[config.mk]
export PLATFORM = sky130hd
export DESIGN_NAME = instr_fetch_unit
export DESIGN_NICKNAME = d
export VERILOG_FILES = /design/src/rtl/fetch_pkg.sv /design/src/rtl/fetch_fifo.sv /design/src/rtl/instr_fetch_unit.sv
export SDC_FILE = /design/constraint.sdc
export NUM_CORES = 1
export LEC_CHECK = 0
export ABC_AREA = 0
export BUFFER_PORTS_ARGS = -buffer_cell sky130_fd_sc_hd__buf_2
export CAP_MARGIN = 20
export CELL_PAD_IN_SITES_DETAIL_PLACEMENT = 0
export CELL_PAD_IN_SITES_GLOBAL_PLACEMENT = 1
export CORE_MARGIN = 4
export CORE_UTILIZATION = 50
export DETAILED_ROUTE_END_ITERATION = 10
export PLACE_DENSITY_LB_ADDON = 0.1
export SETUP_SLACK_MARGIN = 0.4
export SKIP_LAST_GASP = 1
export SYNTH_ARGS = -nofsm -noshare
export SYNTH_HDL_FRONTEND = slang
export SYNTH_SLANG_ARGS = --single-unit
[constraint.sdc]
create_clock -name clk_i -period 6.7 [get_ports clk_i]
set_input_delay 0.67 -clock clk_i [delete_from_list [all_inputs] [get_ports clk_i]]
set_output_delay 0.67 -clock clk_i [all_outputs]
set_load 0.1 [all_outputs]
[src/rtl/fetch_pkg.sv]
// Shared types and defaults for the instruction fetch front-end.
package fetch_pkg;

    localparam logic [31:0] RESET_PC_DEFAULT = 32'h0000_0000;
    localparam int unsigned PC_STEP_DEFAULT  = 4;

    // Fetch sequencer state
    typedef enum logic {
        IDLE = 1'b0,
        RUN  = 1'b1
    } fetch_state_e;

    // One fetched instruction with the PC it was fetched from
    typedef struct packed {
        logic [31:0] inst;
        logic [31:0] pc;
    } fetch_entry_t;

endpackage

[src/rtl/fetch_fifo.sv]
// Synchronous in-order FIFO with flush.
// Ports: clk_i/rst_i (async active-low), push_i/wdata_i write side,
//        pop_i/rdata_c read side (head, combinational from storage),
//        flush_i empties the queue (wins over push/pop),
//        count_o registered occupancy, full_c/empty_c status.
module fetch_fifo #(
    parameter int unsigned DEPTH = 4,
    parameter int unsigned WIDTH = 32,
    parameter int unsigned CNT_W = $clog2(DEPTH + 1)
) (
    input  logic             clk_i,
    input  logic             rst_i,
    input  logic             push_i,
    input  logic             pop_i,
    input  logic             flush_i,
    input  logic [WIDTH-1:0] wdata_i,
    output logic [WIDTH-1:0] rdata_c,
    output logic [CNT_W-1:0] count_o,
    output logic             full_c,
    output logic             empty_c
);

    localparam int unsigned PTR_W = (DEPTH > 1) ? $clog2(DEPTH) : 1;

    logic [WIDTH-1:0] mem_q [DEPTH];
    logic [WIDTH-1:0] mem_d [DEPTH];
    logic [PTR_W-1:0] rd_ptr_q, rd_ptr_d;
    logic [PTR_W-1:0] wr_ptr_q, wr_ptr_d;
    logic [CNT_W-1:0] count_q, count_d;
    logic             do_push, do_pop;

    assign full_c  = (count_q == CNT_W'(DEPTH));
    assign empty_c = (count_q == '0);
    assign rdata_c = mem_q[rd_ptr_q];
    assign count_o = count_q;

    // Next-state: pointers wrap naturally because DEPTH is a power of two
    always_comb begin
        mem_d    = mem_q;
        rd_ptr_d = rd_ptr_q;
        wr_ptr_d = wr_ptr_q;
        count_d  = count_q;
        do_push  = push_i && !full_c && !flush_i;
        do_pop   = pop_i && !empty_c && !flush_i;
        if (flush_i) begin
            rd_ptr_d = '0;
            wr_ptr_d = '0;
            count_d  = '0;
        end else begin
            if (do_push) begin
                mem_d[wr_ptr_q] = wdata_i;
                wr_ptr_d        = wr_ptr_q + PTR_W'(1);
            end
            if (do_pop) begin
                rd_ptr_d = rd_ptr_q + PTR_W'(1);
            end
            count_d = count_q + CNT_W'(do_push) - CNT_W'(do_pop);
        end
    end

    // Storage and pointer registers
    always_ff @(posedge clk_i or negedge rst_i) begin
        if (!rst_i) begin
            for (int i = 0; i < int'(DEPTH); i++) begin
                mem_q[i] <= '0;
            end
            rd_ptr_q <= '0;
            wr_ptr_q <= '0;
            count_q  <= '0;
        end else begin
            mem_q    <= mem_d;
            rd_ptr_q <= rd_ptr_d;
            wr_ptr_q <= wr_ptr_d;
            count_q  <= count_d;
        end
    end

endmodule

[src/rtl/instr_fetch_unit.sv]
// Instruction fetch front-end: owns the fetch PC, issues credit-limited
// word requests over req/gnt/rvalid, queues responses in order and hands
// {inst, pc} to decode over valid/ready. A redirect flushes the queue and
// marks every in-flight request to be dropped on return.
// Ports: clk_i, rst_i (async active-low); start_i fetch enable;
//        redirect_i/redirect_pc_i restart; imem_* memory request/response;
//        inst_valid_o/inst_o/inst_pc_o/inst_ready_i decode handshake.
module instr_fetch_unit
    import fetch_pkg::*;
#(
    parameter int unsigned DEPTH    = 4,
    parameter logic [31:0] RESET_PC = RESET_PC_DEFAULT,
    parameter int unsigned PC_STEP  = PC_STEP_DEFAULT
) (
    input  logic        clk_i,
    input  logic        rst_i,
    input  logic        start_i,
    input  logic        redirect_i,
    input  logic [31:0] redirect_pc_i,
    output logic        imem_req_o,
    output logic [31:0] imem_addr_o,
    input  logic        imem_gnt_i,
    input  logic        imem_rvalid_i,
    input  logic [31:0] imem_rdata_i,
    output logic        inst_valid_o,
    output logic [31:0] inst_o,
    output logic [31:0] inst_pc_o,
    input  logic        inst_ready_i
);

    localparam int unsigned CNT_W   = $clog2(DEPTH + 1);
    localparam int unsigned SUM_W   = CNT_W + 1;
    localparam int unsigned ENTRY_W = $bits(fetch_entry_t);

    fetch_state_e       state_q, state_d;
    logic [31:0]        pc_q, pc_d;
    logic [CNT_W-1:0]   drop_q, drop_d;
    logic [CNT_W-1:0]   inst_count, out_count;
    logic [ENTRY_W-1:0] inst_head_raw;
    fetch_entry_t       inst_head, inst_wdata;
    logic [31:0]        pc_head;
    logic               inst_full, inst_empty, pc_full, pc_empty;
    logic               grant, accept, pop;

    // Sequencer: next state and request qualification
    always_comb begin
        state_d    = state_q;
        imem_req_o = 1'b0;
        case (state_q)
            IDLE: begin
                if (start_i) state_d = RUN;
            end
            RUN: begin
                // Credit covers buffered entries plus every in-flight request,
                // including those already marked for dropping.
                imem_req_o = !pc_full &&
                    ((SUM_W'(inst_count) + SUM_W'(out_count)) < SUM_W'(DEPTH));
                if (!start_i) state_d = IDLE;
            end
            default: state_d = IDLE;
        endcase
    end

    // Datapath: PC update, response accept/drop, decode handshake
    always_comb begin
        grant        = imem_req_o && imem_gnt_i;
        accept       = imem_rvalid_i && !pc_empty && (drop_q == '0);
        inst_valid_o = !inst_empty && !redirect_i;
        pop          = inst_valid_o && inst_ready_i;
        inst_wdata   = '{inst: imem_rdata_i, pc: pc_head};
        inst_head    = fetch_entry_t'(inst_head_raw);

        pc_d = pc_q;
        if (grant) pc_d = pc_q + 32'(PC_STEP);
        if (redirect_i) pc_d = {redirect_pc_i[31:2], 2'b00};

        drop_d = drop_q;
        if (imem_rvalid_i && (drop_q != '0)) drop_d = drop_q - CNT_W'(1);
        // Everything still in flight after this edge belongs to the old stream
        if (redirect_i) begin
            drop_d = CNT_W'(SUM_W'(out_count) + SUM_W'(grant) - SUM_W'(imem_rvalid_i));
        end
    end

    assign imem_addr_o = pc_q;
    assign inst_o      = inst_head.inst;
    assign inst_pc_o   = inst_head.pc;

    always_ff @(posedge clk_i or negedge rst_i) begin
        if (!rst_i) begin
            state_q <= IDLE;
            pc_q    <= RESET_PC;
            drop_q  <= '0;
        end else begin
            state_q <= state_d;
            pc_q    <= pc_d;
            drop_q  <= drop_d;
        end
    end

    // Decoded-instruction queue
    fetch_fifo #(
        .DEPTH (DEPTH),
        .WIDTH (ENTRY_W),
        .CNT_W (CNT_W)
    ) u_inst_q (
        .clk_i   (clk_i),
        .rst_i   (rst_i),
        .push_i  (accept),
        .pop_i   (pop),
        .flush_i (redirect_i),
        .wdata_i (inst_wdata),
        .rdata_c (inst_head_raw),
        .count_o (inst_count),
        .full_c  (inst_full),
        .empty_c (inst_empty)
    );

    // PCs of in-flight requests; popped by every response, dropped or not
    fetch_fifo #(
        .DEPTH (DEPTH),
        .WIDTH (32),
        .CNT_W (CNT_W)
    ) u_pc_q (
        .clk_i   (clk_i),
        .rst_i   (rst_i),
        .push_i  (grant),
        .pop_i   (imem_rvalid_i),
        .flush_i (1'b0),
        .wdata_i (pc_q),
        .rdata_c (pc_head),
        .count_o (out_count),
        .full_c  (pc_full),
        .empty_c (pc_empty)
    );

    // Credit rule must keep the instruction queue from overflowing
    assert property (@(posedge clk_i) disable iff (!rst_i)
        !(accept && inst_full && !redirect_i));

endmodule

* Word-level counts from Yosys, hierarchy flattened
Index checks and enable logic that the tools add are counted.
** Storage, ports and cells
- Input bits :: 71
- Word-level logic and storage cells :: 95
- Output and inout port bits :: 98
- Bits in registers :: 434
** Cells by class
- Order comparisons :: 7
- Reduce and logical (&&, ||, !) cells :: 28
- Add/sub/neg operators :: 13
- Mux-type cells :: 23
- Bitwise logic cells :: 5
- Eq/ne operators :: 2
** Operators with widths (count)
- bitwise mux 256 bit :: 1
- two-way mux 64 bit :: 3
- two-way mux 32 bit :: 5
- binary-select mux 64 bit (select 2 bit) :: 1
- bitwise mux 128 bit :: 1
- demux 64 bit (select 2 bit) :: 1
- binary-select mux 32 bit (select 2 bit) :: 1
- demux 32 bit (select 2 bit) :: 1
- adder 32 x 3 -> 32 bit (second input constant) :: 1
- logical AND 1 bit :: 14
- >= comparator 3 bit (second input constant) :: 4
- NOT 2 -> 3 bit :: 4
- adder 3 x 1 -> 3 bit :: 3
- logical NOT 3 bit :: 3
- two-way mux 3 bit :: 3
- subtractor 3 x 1 -> 3 bit :: 3
- adder 2 x 1 -> 2 bit (second input constant) :: 4
- two-way mux 2 bit :: 4
- nonzero test 2 bit :: 4
- == test 3 bit (second input constant) :: 2
- less-than comparator 3 x 1 -> 1 bit (second input constant) :: 2
- logical NOT 1 bit :: 5
- adder 3 x 3 -> 4 bit :: 1
- less-than comparator 4 x 3 -> 1 bit (second input constant) :: 1
- other kinds (5) :: 6

* Depth between registers and ports, before layout
- Word-level depth :: 9
- Depth in mapped cells :: 11
- Gate-level depth less buffers :: 10

* Cells and area by module
From an unflattened synthesis, not the netlist that was laid out.
** Second synthesis, totals
- Cells, all modules :: 1301
- Area, all modules :: 21743.4 µm²
** Modules (own cells, without submodules)
- fetch_fifo at u_inst_q :: area an instance 12744.7 µm², times used 1, cells each 665, seq. area each 6581.3 µm²
- fetch_fifo at u_pc_q :: area an instance 6627.6 µm², times used 1, cells each 360, seq. area each 3378.2 µm²
- instr_fetch_unit :: area an instance 2371.0 µm², times used 1, cells each 276, seq. area each 850.8 µm²

* Worst setup path after synthesis
No wires, ideal clock.
- Path type :: reg2out
- Start point :: register u_inst_q.count_q[2] (netlist: u_inst_q.count_o[2])
- End point :: output port imem_req_o
- Data arrival time :: 3229 ps
- Required time :: 6030 ps
- Buffers on the path :: 0
- Path slack :: 2801 ps
- Cell stages (with the launch flop) :: 4
- Cell sequence :: dfrtp_1 > ha_1 > or4b_4 > nor3_1
** Between the ends
- Word-level cells in the longest chain between the ends :: 4
** Ends and longest elaborated chain
- start, declared :: line fetch_fifo.sv:29 : logic [CNT_W-1:0] count_q, count_d;
- start signal, assigned :: line fetch_fifo.sv:74 : count_q <= count_d;
- adder 3 x 3 -> 4 bit :: line instr_fetch_unit.sv:57 : ((SUM_W'(inst_count) + SUM_W'(out_count)) < SUM_W'(DEPTH));
- less-than comparator 4 x 3 -> 1 bit :: line instr_fetch_unit.sv:57
- logical AND 1 bit :: line instr_fetch_unit.sv:56 : imem_req_o = !pc_full &&
- two-way mux 1 bit :: line instr_fetch_unit.sv:49 : case (state_q)
- end, declared :: line instr_fetch_unit.sv:20 : output logic imem_req_o,
No other way between the ends.

* Worst setup path in the final report
- Start point :: register u_inst_q.rd_ptr_q[0]
- End point :: output port inst_o[12]
** Between the ends
- Word-level cells in the longest chain between the ends :: 4
** Ends and longest elaborated chain
- start, declared :: line fetch_fifo.sv:27 : logic [PTR_W-1:0] rd_ptr_q, rd_ptr_d;
- start signal, assigned :: line fetch_fifo.sv:72 : rd_ptr_q <= rd_ptr_d;
- NOT 2 -> 3 bit (not written as such) :: line fetch_fifo.sv:34 : assign rdata_c = mem_q[rd_ptr_q];
- binary-select mux 64 bit (select 2 bit) :: line fetch_fifo.sv:34
- two-way mux 64 bit (not written as such) (2 in a row) :: line fetch_fifo.sv:34
- end, declared :: line instr_fetch_unit.sv:26 : output logic [31:0] inst_o,
No other way between the ends. The select of a mux whose other input is x is not followed.

==> impl_metrics.py <==
metrics = {
    "floorplanning": {
        "ioPinCount": 169,
        "core-area_um2": 36600,
        "initial_utilization_pct": 50.7,
        "die_w_um": 201,
        "fp.dieH_um": 201,
        "dieArea_um2": 40300,
        "rows": 70,
    },
    "grt": {
        "grt_usage_pct": 19.9,
        "antenna_found_initial": 0,
        "gr-total-overflow": 0,
        "grt_pass1_vias": 11500,
        "grt_pass1_wl_mm": 65.0,
        "grt_max_degree": 147,
    },
    "setup_path": {
        "cp-end-kind": "primary output",
        "arrival_ns": 3.10,
        "cp_max_fo": 42,
        "start_kind": "flop",
        "cpMaxStageDelayCell": "dfrtp_4",
        "cp.required_ns": 6.03,
        "slowest_delay_ns": 1.05,
        "worstSetupPathType": "flop to primary output",
        "worstPathCellList": "buf_4, mux4_2, buf_2",
    },
    "drt": {
        "drtIter0Drc": 381,
        "routed_wl_mm": 39.7,
        "post_drt_wl_per_cell_um": 21.3,
        "vias_per_cell": 5.67,
        "drc": 0,
        "postRouteAntennaNets": 0,
        "dr.pass1.iters": 4,
        "vias": 10600,
    },
    "finish": {
        "diodes": 0,
        "fin_area_um2": 21300,
        "fillers": 3012,
        "drive_gt1_share_pct": 50.9,
        "syn_to_final_growth_pct": 14.9,
        "nNetsFinal": 1455,
        "post-route-util_pct": 58.3,
        "fin_cells": 1868,
    },
    "sta": {
        "hold_violations": 0,
        "holdWs_ns": 0.180,
        "grt_setup_unrepaired": "false",
        "fin_skew_ns": 0.0150,
        "fin_ws_ns": 2.93,
        "fmax_ghz": 0.265,
        "tightestPinTransition_ns": 1.09,
        "setup_tns_ns": 0,
        "finalCriticalPeriod_ns": 3.77,
        "slew_violations": 0,
        "fin_crit_sh_pct": 56.2,
        "setup_viol": 0,
        "maxSlewHeadroom_pct": 27.3,
    },
    "place": {
        "placed_area_um2": 19800,
        "io_buffers": 162,
        "place_ws_ns": 3.02,
        "placed_cells": 1782,
        "dp_hpwl_mm": 23.9,
        "place_congestion": 0.757,
    },
    "logic_synthesis": {
        "synth_warnings": 0,
        "syn_avg_cell_area_um2": 15.2,
        "synth_cells": 1222,
        "synth_seq_cells": 416,
        "yosysTopAreaCell": "dfrtp_1",
        "synth_area_leaders": "dfrtp_1 56%, mux2_2 22%, mux4_2 11%, clkbuf_1 1.3%, ha_1 1.3%",
        "yosysTopAreaCellShare_pct": 56.1,
        "synth_edf_count": 0,
        "synth_cell_types": 37,
        "ys_async_sr_fraction_pct": 100,
        "synth_area_um2": 18600,
        "ys_seq_area_share_pct": 56.1,
        "ys.flop_type": "dfrtp_1",
    },
    "clocking": {
        "cts_resized": 0,
        "clock_sink_count": 416,
        "clkTransAtPathRegs_ns": 0.06,
        "cts_inserted_buffers": 46,
        "worstSkewPairLatency_ns": 0.55,
        "cts.htree.levels": 2,
        "cts-root-buf": "clkbuf_16",
        "cts_buffer_depth": 3,
        "tritoncts": "yes",
        "postCtsHoldBufs": 0,
        "postCtsSetupBuffers": 0,
    },
    "power": {
        "total_power_mw": 9.98,
        "leakagePower_nw": 10.2,
        "power_density_nw_per_um2": 468,
        "ir_drop_mv": 0.211,
    },
    "run": {
        "max-cap-violations": 0,
    },
    "hold_path": {
        "min_path_type": "input pin to asynchronous set/reset pin",
    },
    "outcome": {
        "status": "complete, no violations",
    },
}
## cells in the mapped netlist, drive strengths merged (3+ instances only)
| library cell | count |
|---|---|
| nor3b | 3 |
| o21ai | 36 |
| mux2 | 363 |
| mux4 | 92 |
| buf | 21 |
| nor2b | 4 |
| nor4 | 10 |
| xnor2 | 26 |
| fa | 3 |
| xor2 | 11 |
| nor2 | 11 |
| and3 | 4 |
| inv | 20 |
| ha | 19 |
| nand2 | 62 |
| clkbuf | 65 |
| nor3 | 11 |
| nand4 | 8 |
| dfrtp | 416 |
| nand3 | 10 |
| or4 | 5 |
## state kept, by name, indices dropped and copies added, names as in the netlist
signal	cells
u_inst_q.count_o	3
drop_q	3
state_q	1
u_inst_q.rd_ptr_q	2
u_inst_q.wr_ptr_q	2
imem_addr_o	30
u_pc_q.wr_ptr_q	2
u_pc_q.rd_ptr_q	2
u_pc_q.mem_q	120
u_pc_q.count_o	3
u_inst_q.mem_q	248
## metal layers
layer | wire, um | share of wire, % | global-route usage [%]
met5 | 0 | 0 | 0
met4 | 563 | 1.4 | 3.96
met3 | 1460 | 3.7 | 3.17
met2 | 19200 | 48 | 33.0
met1 | 18500 | 47 | 28.5
## power by group
part | internal [mW] | leakage (nW) | switching (mW)
combinational | 1.31 | 3.97 | 2.56
clock | 1.51 | 0.759 | 0.977
sequential | 3.16 | 5.48 | 0.470
## worst paths after layout
path | startpoint | cells past startpoint | slack [ns] | to
min in group clk_i | start_i | 1 | 0.25 | state_q
min reg2reg | u_pc_q.mem_q[24] | 2 | 0.47 | u_pc_q.mem_q[24]
max reg2reg | drop_q[0] | 7 | 3.22 | u_inst_q.mem_q[116]
max | u_inst_q.rd_ptr_q[0] | 3 | 2.93 | inst_o[12]
max in group asynchronous | rst_i | 2 | 5.10 | u_pc_q.mem_q[116]
min | rst_i | 1 | 0.18 | u_inst_q.mem_q[234]
## worst max-delay path: cells and delay by family (launching register included)
kind	cells	cell delay (ns)
flip-flops	1	1.05
buffers and inverters	2	0.88
multiplexers	1	0.58
## cells in the final DEF (no fill, tap or decap), types with 10 or more instances in the layout
cell       instances
xor2_1            11
inv_1             20
nand3_1           10
xnor2_1           26
clkbuf_1          13
mux4_2            92
clkbuf_16         49
nor3_1            11
nand2_1           58
nor4_1            10
o21ai_0           36
mux2_2           363
clkbuf_8          12
clkinv_2          10
buf_4             11
nor2_1            11
ha_1              19
buf_2            161
dfrtp_1          413
## final cells by class
| type | count | area [um2] | area share [%] |
|---|---|---|---|
| clock buffer | 74 | 1440 | 6.75 |
| tap | 468 | 586 | 2.75 |
| inverter | 20 | 75.1 | 0.352 |
| multi-input combinational | 703 | 7780 | 36.5 |
| timing repair buffer | 175 | 943 | 4.42 |
| sequential | 416 | 10400 | 48.8 |
| clock inverter | 12 | 87.6 | 0.411 |
## cells by family after synthesis
family / synth area share, %
muxes: 33.3
and+or+nand+nor: 3.73
xor gates and xnor gates: 1.75
other: 0.0202
DFF: 56.1
buffers and inverters: 2.24
adders and majority gates: 1.60
AOI/OAI and AO/OA: 1.32
(Power assumes the default switching activity.)
